### src/rtl/ex_pkg.sv
// Shared types for the execute stage: ALU/muldiv opcodes, branch conditions,
// muldiv FSM states and small opcode classification helpers.
package ex_pkg;

  typedef enum logic [4:0] {
    OP_ADD, OP_SUB, OP_SLL, OP_SLT, OP_SLTU, OP_XOR, OP_SRL, OP_SRA, OP_OR, OP_AND,
    OP_MUL, OP_MULH, OP_MULHSU, OP_MULHU, OP_DIV, OP_DIVU, OP_REM, OP_REMU
  } alu_op_e;

  typedef enum logic [2:0] {
    BR_NONE, BR_EQ, BR_NE, BR_LT, BR_GE, BR_LTU, BR_GEU, BR_JUMP
  } br_type_e;

  typedef enum logic [1:0] {
    MD_IDLE, MD_MUL, MD_DIV, MD_DONE
  } md_state_e;

  function automatic logic is_muldiv(alu_op_e op);
    return op inside {OP_MUL, OP_MULH, OP_MULHSU, OP_MULHU,
                      OP_DIV, OP_DIVU, OP_REM, OP_REMU};
  endfunction

  function automatic logic is_mul(alu_op_e op);
    return op inside {OP_MUL, OP_MULH, OP_MULHSU, OP_MULHU};
  endfunction

  // Operand signedness; MUL is treated as signed since its low word is sign-agnostic.
  function automatic logic a_signed(alu_op_e op);
    return op inside {OP_MUL, OP_MULH, OP_MULHSU, OP_DIV, OP_REM};
  endfunction

  function automatic logic b_signed(alu_op_e op);
    return op inside {OP_MUL, OP_MULH, OP_DIV, OP_REM};
  endfunction

endpackage

### src/rtl/ex_stage_muldiv.sv
// Iterative RV32M multiply/divide: one bit per cycle on operand magnitudes,
// with sign correction and divide special cases applied in the DONE state.
module muldiv_unit
  import ex_pkg::*;
#(
  parameter int WordSize = 32
) (
  input  logic                clk,
  input  logic                rstn,
  input  logic                flush_i,
  input  logic                start_i,
  input  logic                advance_i,
  input  alu_op_e             op_i,
  input  logic [WordSize-1:0] a_i,
  input  logic [WordSize-1:0] b_i,
  output logic                busy_o,
  output logic                done_o,
  output logic [WordSize-1:0] result_o
);

  localparam int W    = WordSize;
  localparam int CntW = $clog2(WordSize);
  localparam logic [CntW-1:0] LastCount = CntW'(WordSize - 1);

  md_state_e       state_q, state_d;
  logic [CntW-1:0] count_q, count_d;
  alu_op_e         op_q, op_d;
  logic [W-1:0]    aOrig_q, aOrig_d, bOrig_q, bOrig_d;
  logic [2*W-1:0]  mcand_q, mcand_d, prod_q, prod_d;
  logic [W-1:0]    opnd_q, opnd_d, rem_q, rem_d, quo_q, quo_d;
  logic [W:0]      remShift, trial;
  logic            aNegIn, bNegIn, aNeg, bNeg, divZero;
  logic [W-1:0]    aMagIn, bMagIn, quoFix, remFix;
  logic [2*W-1:0]  prodFix;

  assign aNegIn = a_signed(op_i) & a_i[W-1];
  assign bNegIn = b_signed(op_i) & b_i[W-1];
  assign aMagIn = aNegIn ? -a_i : a_i;
  assign bMagIn = bNegIn ? -b_i : b_i;

  always_ff @(posedge clk or negedge rstn) begin
    if (!rstn) begin
      state_q <= MD_IDLE;
      count_q <= '0;
      op_q    <= OP_ADD;
      aOrig_q <= '0;
      bOrig_q <= '0;
      mcand_q <= '0;
      prod_q  <= '0;
      opnd_q  <= '0;
      rem_q   <= '0;
      quo_q   <= '0;
    end else begin
      state_q <= state_d;
      count_q <= count_d;
      op_q    <= op_d;
      aOrig_q <= aOrig_d;
      bOrig_q <= bOrig_d;
      mcand_q <= mcand_d;
      prod_q  <= prod_d;
      opnd_q  <= opnd_d;
      rem_q   <= rem_d;
      quo_q   <= quo_d;
    end
  end

  // opnd holds the multiplier (shifted right each step) or the fixed divisor.
  always_comb begin
    state_d  = state_q;
    count_d  = count_q;
    op_d     = op_q;
    aOrig_d  = aOrig_q;
    bOrig_d  = bOrig_q;
    mcand_d  = mcand_q;
    prod_d   = prod_q;
    opnd_d   = opnd_q;
    rem_d    = rem_q;
    quo_d    = quo_q;
    remShift = {rem_q, quo_q[W-1]};
    trial    = remShift - {1'b0, opnd_q};
    unique case (state_q)
      MD_IDLE: begin
        if (start_i) begin
          op_d    = op_i;
          aOrig_d = a_i;
          bOrig_d = b_i;
          count_d = '0;
          opnd_d  = bMagIn;
          if (is_mul(op_i)) begin
            state_d = MD_MUL;
            mcand_d = {{W{1'b0}}, aMagIn};
            prod_d  = '0;
          end else begin
            state_d = MD_DIV;
            rem_d   = '0;
            quo_d   = aMagIn;
          end
        end
      end
      MD_MUL: begin
        if (opnd_q[0]) prod_d = prod_q + mcand_q;
        mcand_d = mcand_q << 1;
        opnd_d  = opnd_q >> 1;
        count_d = count_q + 1'b1;
        if (count_q == LastCount) state_d = MD_DONE;
      end
      MD_DIV: begin
        if (!trial[W]) begin
          rem_d = trial[W-1:0];
          quo_d = {quo_q[W-2:0], 1'b1};
        end else begin
          rem_d = remShift[W-1:0];
          quo_d = {quo_q[W-2:0], 1'b0};
        end
        count_d = count_q + 1'b1;
        if (count_q == LastCount) state_d = MD_DONE;
      end
      MD_DONE: begin
        if (advance_i) state_d = MD_IDLE;
      end
      default: state_d = MD_IDLE;
    endcase
    if (flush_i) begin
      state_d = MD_IDLE;
      count_d = '0;
    end
  end

  // Most-negative / -1 needs no special case: the quotient magnitude 2^(W-1)
  // negates to itself and the remainder is already 0.
  assign aNeg    = a_signed(op_q) & aOrig_q[W-1];
  assign bNeg    = b_signed(op_q) & bOrig_q[W-1];
  assign divZero = (bOrig_q == '0);
  assign prodFix = (aNeg ^ bNeg) ? -prod_q : prod_q;
  assign quoFix  = (aNeg ^ bNeg) ? -quo_q : quo_q;
  assign remFix  = aNeg ? -rem_q : rem_q;

  always_comb begin
    result_o = '0;
    unique case (op_q)
      OP_MUL:                          result_o = prodFix[W-1:0];
      OP_MULH, OP_MULHSU, OP_MULHU:    result_o = prodFix[2*W-1:W];
      OP_DIV, OP_DIVU:                 result_o = divZero ? '1 : quoFix;
      OP_REM, OP_REMU:                 result_o = divZero ? aOrig_q : remFix;
      default:                         result_o = '0;
    endcase
  end

  assign busy_o = (state_q != MD_IDLE);
  assign done_o = (state_q == MD_DONE);

endmodule

### src/rtl/ex_stage.sv
// Execute stage: single-cycle ALU, branch resolution, iterative muldiv and the
// EX/MEM output register with its stall handshake back to ID/EX.
module ex_stage
  import ex_pkg::*;
#(
  parameter int WordSize = 32
) (
  input  logic                clk,
  input  logic                rstn,
  input  logic                flush,
  input  logic                valid_in,
  input  logic [4:0]          alu_op,
  input  logic [2:0]          br_type,
  input  logic [WordSize-1:0] a,
  input  logic [WordSize-1:0] b,
  input  logic [WordSize-1:0] rs2d_in,
  input  logic [WordSize-1:0] pc_in,
  input  logic [WordSize-1:0] branch_addr_in,
  input  logic                branch_taken_in,
  input  logic [4:0]          rdn_in,
  input  logic                mem_ready,
  output logic                busy,
  output logic                valid_out,
  output logic [WordSize-1:0] alu_out,
  output logic [WordSize-1:0] rs2d,
  output logic [4:0]          rdn,
  output logic                mispredict,
  output logic [WordSize-1:0] redirect_pc
);

  localparam int W = WordSize;

  alu_op_e      op;
  br_type_e     brType;
  logic         advance, accept, mdStart, mdBusy, mdDone;
  logic         brActual, mispredictCalc;
  logic [W-1:0] aluResult, mdResult, pcPlus4, redirectCalc;
  logic [4:0]   shamt;

  logic         valid_q, valid_d, mis_q, mis_d;
  logic [W-1:0] aluOut_q, aluOut_d, rs2d_q, rs2d_d, rpc_q, rpc_d;
  logic [W-1:0] mdRs2d_q, mdRs2d_d;
  logic [4:0]   rdn_q, rdn_d, mdRdn_q, mdRdn_d;

  assign op      = alu_op_e'(alu_op);
  assign brType  = br_type_e'(br_type);
  assign shamt   = b[4:0];
  assign advance = mem_ready | ~valid_q;
  assign busy    = mdBusy | ~advance;
  assign accept  = valid_in & ~busy & ~flush;
  assign mdStart = accept & is_muldiv(op);

  muldiv_unit #(.WordSize(WordSize)) u_muldiv (
    .clk       (clk),
    .rstn      (rstn),
    .flush_i   (flush),
    .start_i   (mdStart),
    .advance_i (advance),
    .op_i      (op),
    .a_i       (a),
    .b_i       (b),
    .busy_o    (mdBusy),
    .done_o    (mdDone),
    .result_o  (mdResult)
  );

  always_comb begin
    aluResult = '0;
    unique case (op)
      OP_ADD:  aluResult = a + b;
      OP_SUB:  aluResult = a - b;
      OP_SLL:  aluResult = a << shamt;
      OP_SLT:  aluResult = {{(W-1){1'b0}}, ($signed(a) < $signed(b))};
      OP_SLTU: aluResult = {{(W-1){1'b0}}, (a < b)};
      OP_XOR:  aluResult = a ^ b;
      OP_SRL:  aluResult = a >> shamt;
      OP_SRA:  aluResult = $signed(a) >>> shamt;
      OP_OR:   aluResult = a | b;
      OP_AND:  aluResult = a & b;
      default: aluResult = '0;
    endcase
  end

  always_comb begin
    brActual = 1'b0;
    unique case (brType)
      BR_EQ:   brActual = (a == b);
      BR_NE:   brActual = (a != b);
      BR_LT:   brActual = ($signed(a) < $signed(b));
      BR_GE:   brActual = ($signed(a) >= $signed(b));
      BR_LTU:  brActual = (a < b);
      BR_GEU:  brActual = (a >= b);
      BR_JUMP: brActual = 1'b1;
      default: brActual = 1'b0;
    endcase
  end

  assign pcPlus4        = pc_in + W'(4);
  assign mispredictCalc = (brType != BR_NONE) && (brActual != branch_taken_in);
  assign redirectCalc   = (brType == BR_NONE) ? '0 : (brActual ? branch_addr_in : pcPlus4);

  // rdn/rs2d of a muldiv op are captured at accept because ID/EX moves on while it iterates.
  always_comb begin
    valid_d  = valid_q;
    mis_d    = mis_q;
    aluOut_d = aluOut_q;
    rs2d_d   = rs2d_q;
    rdn_d    = rdn_q;
    rpc_d    = rpc_q;
    mdRs2d_d = mdRs2d_q;
    mdRdn_d  = mdRdn_q;
    if (flush) begin
      valid_d = 1'b0;
      mis_d   = 1'b0;
    end else if (advance) begin
      valid_d = 1'b0;
      if (accept && !is_muldiv(op)) begin
        valid_d  = 1'b1;
        aluOut_d = aluResult;
        rs2d_d   = rs2d_in;
        rdn_d    = rdn_in;
        mis_d    = mispredictCalc;
        rpc_d    = redirectCalc;
      end else if (mdDone) begin
        valid_d  = 1'b1;
        aluOut_d = mdResult;
        rs2d_d   = mdRs2d_q;
        rdn_d    = mdRdn_q;
        mis_d    = 1'b0;
        rpc_d    = '0;
      end
    end
    if (mdStart) begin
      mdRs2d_d = rs2d_in;
      mdRdn_d  = rdn_in;
    end
  end

  always_ff @(posedge clk or negedge rstn) begin
    if (!rstn) begin
      valid_q  <= 1'b0;
      mis_q    <= 1'b0;
      aluOut_q <= '0;
      rs2d_q   <= '0;
      rdn_q    <= '0;
      rpc_q    <= '0;
      mdRs2d_q <= '0;
      mdRdn_q  <= '0;
    end else begin
      valid_q  <= valid_d;
      mis_q    <= mis_d;
      aluOut_q <= aluOut_d;
      rs2d_q   <= rs2d_d;
      rdn_q    <= rdn_d;
      rpc_q    <= rpc_d;
      mdRs2d_q <= mdRs2d_d;
      mdRdn_q  <= mdRdn_d;
    end
  end

  assign valid_out   = valid_q;
  assign mispredict  = mis_q;
  assign alu_out     = aluOut_q;
  assign rs2d        = rs2d_q;
  assign rdn         = rdn_q;
  assign redirect_pc = rpc_q;

endmodule

### config.mk
export PLATFORM = sky130hd
export DESIGN_NAME = ex_stage
export DESIGN_NICKNAME = d
export VERILOG_FILES = /design/src/rtl/ex_pkg.sv /design/src/rtl/ex_stage_muldiv.sv /design/src/rtl/ex_stage.sv
export SDC_FILE = /design/constraint.sdc
export NUM_CORES = 2
export LEC_CHECK = 0
export BUFFER_PORTS_ARGS = -buffer_cell sky130_fd_sc_hd__buf_2
export CAP_MARGIN = 0
export CORE_MARGIN = 5
export CORE_UTILIZATION = 45
export DETAILED_ROUTE_END_ITERATION = 8
export PLACE_DENSITY = 0.61
export SYNTH_ARGS = -nofsm -noshare
export SYNTH_HDL_FRONTEND = slang
export SYNTH_SLANG_ARGS = --single-unit
### constraint.sdc
create_clock -name clk -period 5.75 [get_ports clk]
set_input_delay 0.575 -clock clk [delete_from_list [all_inputs] [get_ports clk]]
set_output_delay 0.575 -clock clk [all_outputs]
set_load 0.02 [all_outputs]
==> results_dict.tcl <==
set metrics [dict create \
    synth_top_family_by_area "compound AO/OA/AOI/OAI gates" \
    synth_fa_ha_area_share_pct 7.10 \
    biggestRegsByFlops "u_muldiv.mcand_q: 64 flops, u_muldiv.prod_q: 64 flops" \
    wl_per_cell_um 25.9 \
    ys_ff_latch 440 \
    start_util_pct 45.4 \
    setup_violations 0 \
    fmax_mhz 207 \
    finalMaxSlewViolations 0 \
    period_needed_ps 4820 \
    p_sw_share_pct 46.8 \
    synth_top_area_cell "dfrtp_1" \
    fill_cells 8089 \
    overflow 0 \
    skew_ps 24.0 \
    crit_top_cell "mux2i_1" \
    ctsRootBufferMaster "clkbuf_16" \
    relSlewSlack_pct 18.8 \
    whs_ps 142 \
    slowest_stage "o2111ai_4" \
    seqPwrFrac_pct 28.9 \
    synth-edff-count 0 \
    worst_slack_ps 925 \
    synth_top_area_share_pct 29.6 \
    post-route-period-util_pct 83.9 \
    fin_area_um2 41800 \
    die_h_um 298 \
    place_ws_ps 456 \
    power_switching_uw 8800 \
    clock_path_buffers 3 \
    syn-num-nets 5130 \
    rows 105 \
    cts_buffers 56 \
    ant_nets 0 \
    synth_xor_area_share_pct 6.94 \
    yosysSeqAreaShare_pct 29.6 \
    yosysWarnings 0 \
    syn_avg_cell_area_um2 7.86 \
    synth-main-ff-cell "dfrtp_1" \
    ctsResizeCount 0 \
    first_pass_iters 7 \
    totalWireLength_mm 155 \
    place_congestion 1.04 \
    power_leakage_uw 0.0191 \
    critPathArrivalTime_ps 5340 \
    synthArstFlopShare_pct 100 \
    post_dp_cell_area_um2 39600 \
    drtIter0Drc 4500 \
    worst_setup_path_start_kind "input pin" \
    hpwl_mm 118 \
    grt_max_degree 134 \
    power_frac_comb_pct 49.7 \
    hold_viol_final 0 \
    rsz0062_at_grt "no" \
    cp_cell_sequence "buf_2 > inv_1 > ha_1 > nor4_1 > and4_1 > o311a_4 > nor3_4 > o311ai_1 > a311o_1 > a221o_1 > mux2i_1 > o2111ai_4 > buf_12 > mux2i_1 > o21ai_1" \
    h-tree-depth 2 \
    tritoncts "yes" \
    postCtsSetupBuffers 0 \
    power_density_nw_per_um2 450 \
    clkLatencyLatePin_ps 660 \
    yosys.area_share.simple_pct 18.5 \
    grt_pass1_vias 34600 \
    grt_usage_pct 33.4 \
    drv_cap 0 \
    drc 0 \
    status "finished clean" \
    port_buffers 282 \
    dieArea_um2 88600 \
    antenna_found_initial 8 \
    vias_per_cell 6.24 \
    synthCells 4742 \
    min_path_type "input pin to flop" \
    end_kind "flop" \
    max-vdd-ir-drop_mv 0.412 \
    synth.distinct_cells 90 \
    grt_pass1_wl_mm 229 \
    max_stage_delay_ps 670 \
    cts_sinks 440 \
    cp_max_fo 21 \
    synth_compound_area_share_pct 24.9 \
    tns_ps 0 \
    routed-via-count 37200 \
    crit_type "input pin to flop" \
    syn_to_final_growth_pct 12.1 \
    clk_transition_reported_paths_ps 60 \
    synth_area_leaders "dfrtp_1, nand2_1, ha_1" \
    finalNetCount 5236 \
    worstMarginPinSlew_ps 1210 \
    synthesis.area_um2 37300 \
    synthMuxAreaShare_pct 7.76 \
    p_clk_share_pct 21.4 \
    coreArea_um2 82100 \
    power.internal_uw 10000 \
    die_x_um 298 \
    drive_above_1_share_pct 12.0 \
    crit_required_ps 6270 \
    io_pins 283 \
]
## area by class of cell
class	count	area, um^2	area share, %
inverters	164	618	1.48
well taps	1070	1340	3.20
clock inverters	29	488	1.17
multi-input cells	3809	24500	58.6
flip-flops and latches	440	11000	26.4
clock buffers	76	1620	3.87
repair buffers	377	2210	5.30
diodes	5	12.5	0.0300
## cells by family (layout without fill, tap and decap cells)
family / count (synthesis) / after routing
simple gates: 1570 / 1570
other cells: 0 / 5
compound gates: 1522 / 1522
mux: 213 / 213
flops: 440 / 440
buf+inv: 493 / 646
fa+ha+maj: 209 / 209
xor+xnor: 295 / 295
## worst max-delay path, delay by kind of cell
family                   cells  cell delay (ps)
AND/OR/NAND/NOR              3             1070
multiplexers                 2              370
AO/OA/AOI/OAI                6             2100
buffers and inverters        3              710
adder cells (fa/ha/maj)      1              450
## metrics by stage
step	utilization [%]	power [uW]	cells
floorplan	-	11500	4742
global placement	48.3	14500	5859
detailed placement	48.3	14600	5859
CTS	50.9	18700	5965
global route	50.9	19900	5969
finish	50.9	18800	5970
## final timing paths
path,slack [ps],cells past startpoint,endpoint,startpoint
min reg2reg,470,2,rs2d[11]$_DFFE_PN0P_,rs2d[11]$_DFFE_PN0P_
max,930,15,redirect_pc[21]$_DFFE_PN0P_,a[9]
min,140,3,mdRs2d_q[6]$_DFFE_PN0P_,rs2d_in[6]
max in group asynchronous,4010,3,u_muldiv.quo_q[9]$_DFFE_PN0P_,rstn
max reg2reg,1010,11,alu_out[14]$_DFFE_PN0P_,u_muldiv.op_q[2]$_DFFE_PN0P_
min in group asynchronous,480,2,u_muldiv.opnd_q[14]$_DFFE_PN0P_,rstn
## timing repair
| action | 4_1_cts | 5_1_grt |
|---|---|---|
| hold buffers | 1 | 0 |
| hold endpoints to repair | 61 | 0 |
| endpoints found under the setup margin | 0 | 0 |
## cell usage in the layout (no fill, tap or decap), types with 27 or more instances in the layout
master and n:
a21oi_1 406, o21ai_1 196, mux2i_1 145, xor2_1 120, nor2_1 423, o22ai_1 45
inv_1 154, a21o_1 100, ha_1 204, nand2_1 718, nor4_1 36, buf_2 280
nand4_1 31, a211oi_1 27, xnor2_1 174, o21ai_0 333, o21bai_1 32, o31ai_1 61
nand3_1 92, nor3_1 58, mux4_2 60, clkbuf_16 56, dfrtp_1 440, buf_4 89
nand2b_1 30, and3_1 28, a221oi_1 43, a31oi_1 48, or3_1 36
## synthesized netlist by cell type, drive strengths merged (36+ instances only)
master,number
a21oi,409
ha,205
nand3,92
mux4,60
a21o,101
nor2,425
mux2i,146
clkbuf,281
buf,48
dfrtp,440
inv,163
o21ai,531
a31oi,48
a221oi,44
nor4,37
o31ai,62
nor3,60
or3,36
xnor2,175
xor2,120
o22ai,46
nand2,718
## power by group through the flow
| stage | combinational [uW] | clock, uW | sequential [uW] |
|---|---|---|---|
| 6_report | 9340 | 4030 | 5420 |
| 4_1_cts | 9200 | 4090 | 5370 |
| 5_1_grt | 10100 | 4230 | 5560 |
| 3_5_place_dp | 9160 | 0 | 5400 |
| 3_3_place_gp | 9080 | 0 | 5400 |
| 2_1_floorplan | 6130 | 0 | 5340 |
## per-layer routing
metal	global-route usage [%]	wire, um
met4	16.4	9070
met5	0	26
met3	8.91	16300
met2	47.5	63000
met1	47.0	66100
(Power assumes the default switching activity.)
